==> src/rtl/sdram_68k_master.sv <==
// sdram_68k_master: 68K-style asn/udsn/ldsn/rw initiator for the SDRAM controller.
// Optional macro SDRAM_68K_MASTER_CNT_EN adds rd_count/wr_count completion counters.
`timescale 1ns/1ps

module sdram_68k_master #(
    parameter int unsigned SETUP_CYCLES = 2,
    parameter int unsigned HOLD_CYCLES  = 16,
    parameter int unsigned GAP_CYCLES   = 2
) (
    input  logic        clk100_mhz,
    input  logic        rst,
    input  logic        req_valid,
    output logic        req_ready,
    input  logic        req_we,
    input  logic [23:0] req_addr,
    input  logic [1:0]  req_be,
    input  logic [15:0] req_wdata,
    output logic        rsp_valid,
    output logic [15:0] rsp_rdata,
    output logic [23:0] bus_addr,
    output logic [15:0] bus_dout,
    input  logic [15:0] bus_din,
    output logic        bus_asn,
    output logic        bus_udsn,
    output logic        bus_ldsn,
`ifdef SDRAM_68K_MASTER_CNT_EN
    output logic [15:0] rd_count,
    output logic [15:0] wr_count,
`endif
    output logic        bus_rw
);

    localparam logic [4:0] SETUP_LD = 5'(SETUP_CYCLES);
    localparam logic [4:0] HOLD_LD  = 5'(HOLD_CYCLES);
    localparam logic [4:0] GAP_LD   = 5'(GAP_CYCLES);

    typedef enum logic [1:0] {
        IDLE,
        SETUP,
        STROBE,
        RECOVER
    } state_t;

    state_t      state_q;
    logic [4:0]  cnt_q;
    logic [4:0]  cnt_d;
    logic        cnt_last;
    logic        ready_q;
    logic        we_q;
    logic [1:0]  be_q;
    logic        asn_q;
    logic        udsn_q;
    logic        ldsn_q;
    logic        rw_q;
    logic [23:0] addr_q;
    logic [15:0] dout_q;
    logic        rsp_valid_q;
    logic [15:0] rdata_q;

    // Shared phase timer: a phase ends on the cycle its count reads 1.
    always_comb begin
        cnt_d    = cnt_q - 5'd1;
        cnt_last = (cnt_q == 5'd1);
    end

    // Transfer sequencer: accept, setup, strobe, recover.
    always_ff @(posedge clk100_mhz) begin
        if (rst) begin
            state_q     <= IDLE;
            cnt_q       <= 5'd0;
            ready_q     <= 1'b1;
            we_q        <= 1'b0;
            be_q        <= 2'b00;
            asn_q       <= 1'b1;
            udsn_q      <= 1'b1;
            ldsn_q      <= 1'b1;
            rw_q        <= 1'b1;
            addr_q      <= 24'h0;
            dout_q      <= 16'h0;
            rsp_valid_q <= 1'b0;
            rdata_q     <= 16'h0;
        end else begin
            rsp_valid_q <= 1'b0;
            unique case (state_q)
                IDLE: begin
                    if (req_valid && ready_q) begin
                        we_q    <= req_we;
                        be_q    <= req_be;
                        addr_q  <= req_addr;
                        dout_q  <= req_wdata;
                        rw_q    <= ~req_we;
                        ready_q <= 1'b0;
                        if (req_be == 2'b00) begin
                            // Nothing to strobe: complete without bus activity.
                            state_q     <= RECOVER;
                            cnt_q       <= GAP_LD;
                            rsp_valid_q <= 1'b1;
                            if (!req_we) begin
                                rdata_q <= 16'h0;
                            end
                        end else begin
                            asn_q   <= 1'b0;
                            state_q <= SETUP;
                            cnt_q   <= SETUP_LD;
                        end
                    end
                end
                SETUP: begin
                    if (cnt_last) begin
                        udsn_q  <= ~be_q[1];
                        ldsn_q  <= ~be_q[0];
                        state_q <= STROBE;
                        cnt_q   <= HOLD_LD;
                    end else begin
                        cnt_q <= cnt_d;
                    end
                end
                STROBE: begin
                    if (cnt_last) begin
                        if (!we_q) begin
                            rdata_q <= bus_din;
                        end
                        asn_q       <= 1'b1;
                        udsn_q      <= 1'b1;
                        ldsn_q      <= 1'b1;
                        rsp_valid_q <= 1'b1;
                        state_q     <= RECOVER;
                        cnt_q       <= GAP_LD;
                    end else begin
                        cnt_q <= cnt_d;
                    end
                end
                RECOVER: begin
                    if (cnt_last) begin
                        state_q <= IDLE;
                        ready_q <= 1'b1;
                    end else begin
                        cnt_q <= cnt_d;
                    end
                end
                default: begin
                    state_q <= IDLE;
                end
            endcase
        end
    end

    // Ready is masked while rst is high so the reset cycle never advertises acceptance.
    assign req_ready = ready_q & ~rst;
    assign rsp_valid = rsp_valid_q;
    assign rsp_rdata = rdata_q;
    assign bus_addr  = addr_q;
    assign bus_dout  = dout_q;
    assign bus_asn   = asn_q;
    assign bus_udsn  = udsn_q;
    assign bus_ldsn  = ldsn_q;
    assign bus_rw    = rw_q;

`ifdef SDRAM_68K_MASTER_CNT_EN
    logic [15:0] rd_cnt_q;
    logic [15:0] rd_cnt_d;
    logic [15:0] wr_cnt_q;
    logic [15:0] wr_cnt_d;

    // Saturating completion counters, bumped on the response pulse.
    always_comb begin
        rd_cnt_d = rd_cnt_q;
        wr_cnt_d = wr_cnt_q;
        if (rsp_valid_q && !we_q && rd_cnt_q != 16'hFFFF) begin
            rd_cnt_d = rd_cnt_q + 16'd1;
        end
        if (rsp_valid_q && we_q && wr_cnt_q != 16'hFFFF) begin
            wr_cnt_d = wr_cnt_q + 16'd1;
        end
    end

    // Counter registers.
    always_ff @(posedge clk100_mhz) begin
        if (rst) begin
            rd_cnt_q <= 16'h0;
            wr_cnt_q <= 16'h0;
        end else begin
            rd_cnt_q <= rd_cnt_d;
            wr_cnt_q <= wr_cnt_d;
        end
    end

    assign rd_count = rd_cnt_q;
    assign wr_count = wr_cnt_q;
`endif

endmodule

==> config.mk <==
export PLATFORM = sky130hd
export DESIGN_NAME = sdram_68k_master
export DESIGN_NICKNAME = d
export VERILOG_FILES = /design/src/rtl/sdram_68k_master.sv
export SDC_FILE = /design/constraint.sdc
export NUM_CORES = 1
export LEC_CHECK = 0
export CAP_MARGIN = 5
export CORE_MARGIN = 4
export CORE_UTILIZATION = 46
export DETAILED_ROUTE_END_ITERATION = 10
export GPL_TIMING_DRIVEN = 0
export PLACE_DENSITY = 0.82
export SLEW_MARGIN = 5
export SYNTH_ARGS = -nofsm -noshare
export SYNTH_HDL_FRONTEND = slang
export SYNTH_SLANG_ARGS = --single-unit
==> constraint.sdc <==
create_clock -name clk100_mhz -period 3 [get_ports clk100_mhz]
set_clock_uncertainty 0.2 [all_clocks]
set_input_delay 0.6 -clock clk100_mhz [delete_from_list [all_inputs] [get_ports clk100_mhz]]
set_output_delay 0.6 -clock clk100_mhz [all_outputs]
set_load 0.1 [all_outputs]
==> run summary <==
Switching share of power = 0.486
Mux cell area share after synthesis = 0.00334
Largest family of logic cells by synthesized area = compound AO/OA/AOI/OAI gates
Main flop type after synthesis = dfxtp_1
Area after DPL = 0.00433 mm2
Pwr dens = 891 mW/mm2
Root Driver = clkbuf_8
Nets = 569
Gate power share = 0.511
Final setup fails = 0
Max VDD drop = 0.521 mV
# Post-CTS Setup Buffers = 0
Wire length per cell = 14.6 um
CP Buf/Inv Count = 3
Final worst slack = 0.130 ns
Post-DP HPWL = 6320 um
Starting Density = 0.472
Commonest cells post-synth = nand2_1 (91), dfxtp_1 (72), a21oi_1 (68)
Tmin final = 2.87 ns
Max Fclk = 0.348 GHz
Clock sinks = 72
Design area = 0.00452 mm2
Slew Viols, Final = 0
Top cells by area, synth = dfxtp_1 (48%), nand2_1 (11%), a21oi_1 (11%), nand4_1 (3.3%), o21ai_0 (3.2%)
Syn nets = 435
Drt first pass iters = 4
Fin crit share = 0.957
Switching Power = 1.96 mW
CTS max path bufs = 2
Sequential share of the synthesized area = 0.481
Maxcap violations = 0
Cell Area, Synth = 0.00300 mm2
DRT antenna net count = 0
Min-delay worst type = reg2reg
Num CTS Buffers = 9
Crit-path slowest cell = clkdlybuf4s50_1
Crit Path Category = in2out
Async SR Flop Fraction = 0
WP data arrival = 2.07 ns
Latest clock arrival within the worst-skew pair = 0.35 ns
Quantity of I/O buffers inserted on ports = 123
Hold Slack = 0.255 ns
CP endpoint kind = output port
TNS Setup = 0 ns
Cell variety after synth = 43
Post-synthesis xor/xnor area fraction = 0.00292
Synth Instances = 366
Internal power = 2.07 mW
Via density = 5.31
Initial DRC count = 86
Final design utilization = 0.712
Die height = 88.7 um
Die width = 88.7 um
Largest net degree at the start of global routing = 14
Slew margin rel. = 0.329
RSZ-0062 raised after global routing = no
Total GRT Usage = 0.220
Syn Area/Cell = 8.19 um2
Area grow syn2layout = 50.8%
Yosys warning count = 0
Slew @ Worst Pin = 1.00 ns
Critical-path cell list = clkdlybuf4s50_1, clkbuf_1, nor2b_1, clkdlybuf4s15_2
Drt total wl = 8520 um
Clock slew seen by the registers of the worst setup and hold paths = 0.08 ns
R2R setup slack = 0.57 ns
Top delay family on crit path = buffers and inverters
Placement Setup Slack = -0.417 ns
Number of remaining DRC errors = 0
Dominant cell type by area after synthesis = dfxtp_1
Layout cells sized above 1 = 0.0594
Setup crit start kind = input port
Post-synth EDFFs = 0
CP peak stage delay = 0.50 ns
Sequential power share = 0.300
Routability Congestion = 0.809
Number of antenna violations at the first check in global routing = 0
Post-synth top area share = 0.481
# H-tree levels = 3
Crit path max fanout = 10
I/O Pins = 124
Vias = 3089
Total gr overflow = 0
CTS tree = done
First-pass GRT wire length = 13600 um
Site Rows = 29
Synth Area in Simple Gates = 0.210
Synth Area in Adders = 0.0292
Die area = 0.00787 mm2
Cell with the most instances after synthesis = nand2_1
Status = finished, final reports clean
Vias in the first global route = 3026
Compound-gate portion of the synthesized area = 0.217
Synthesized flop and latch total = 72
Hold Vio Cnt, Final = 0
Core area = 0.00635 mm2
Required time worst endpoint = 2.20 ns
Leakage = 1.62 nW
Clock power share = 0.189
Antenna cell count = 0
power groups by stage:
| stage | sequential (mW) | combinational [mW] | clock (mW) |
|---|---|---|---|
| 6_report | 1.21 | 2.06 | 0.761 |
| 5_1_grt | 1.22 | 2.20 | 0.820 |
| 4_1_cts | 1.21 | 2.06 | 0.779 |
| 3_5_place_dp | 1.23 | 2.05 | 0 |
| 3_3_place_gp | 1.22 | 2.02 | 0 |
| 2_1_floorplan | 2.04 | 0.725 | 0 |
cell families after synthesis:
group / count (synthesis)
adders and majority gates: 7
muxes: 1
DFF: 72
AOI/OAI and AO/OA: 112
and+or+nand+nor: 138
buffers and inverters: 35
xor gates and xnor gates: 1
state kept, by name, indices dropped and copies added (netlist names):
register and cells:
rsp_valid 1, bus_udsn 1, cnt_q 5, bus_dout 16, bus_asn 1, we_q 1
bus_addr 24, state_q 2, bus_rw 1, rsp_rdata 16, be_q 2, ready_q 1
bus_ldsn 1
cell usage in the layout (no fill, tap or decap), types with 7 or more instances in the layout:
| cell | instances |
|---|---|
| nand2_1 | 91 |
| o21ai_0 | 19 |
| nand4_1 | 16 |
| nor2_1 | 10 |
| ha_1 | 7 |
| inv_1 | 7 |
| a21oi_1 | 68 |
| clkdlybuf4s50_1 | 122 |
| clkbuf_1 | 21 |
| clkbuf_8 | 9 |
| dfxtp_1 | 72 |
through the flow:
step | total power, mW | cells
global route | 4.24 | 582
detailed placement | 3.28 | 566
finish | 4.03 | 582
global placement | 3.24 | 566
floorplan | 2.76 | 366
CTS | 4.04 | 582
cell type report:
| cell class | instances | area (um2) |
|---|---|---|
| fillers | 522 | 1830 |
| plain buffers | 28 | 145 |
| repair buffers | 123 | 1230 |
| well taps | 77 | 96.3 |
| multi-input cells | 259 | 1390 |
| clock inverters | 6 | 67.6 |
| inverters | 7 | 26.3 |
| flip-flops and latches | 72 | 1440 |
| clock buffers | 10 | 128 |
worst paths after layout:
kind                    to  cells after the start          from
min           bus_addr[15]                      2  bus_addr[15]
max              req_ready                      4           rst
min reg2reg   bus_addr[15]                      2  bus_addr[15]
max reg2reg  rsp_rdata[11]                      7    state_q[0]
worst register-to-register path: cells and delay by family (launching register included):
kind | cells | cell delay (ns)
buffers and inverters | 3 | 0.72
adder cells (fa/ha/maj) | 1 | 0.20
AO/OA/AOI/OAI | 3 | 0.87
flip-flops | 1 | 0.39
timing repair:
| item | in CTS | in global routing |
|---|---|---|
| setup endpoints to repair | 1 | 0 |
| gates resized for setup | 3 | 0 |
| hold buffers | 0 | 0 |
routing by layer:
layer / part of all wire / up-vias / track usage / wire length [um]
li1: - / 1534 / - / -
met1: 0.40 / 1425 / 0.254 / 3420
met2: 0.49 / 109 / 0.366 / 4170
met3: 0.086 / 21 / 0.0829 / 732
met4: 0.022 / 0 / 0.0893 / 190
met5: 0 / - / 0 / 0
(Power assumes the default switching activity.)
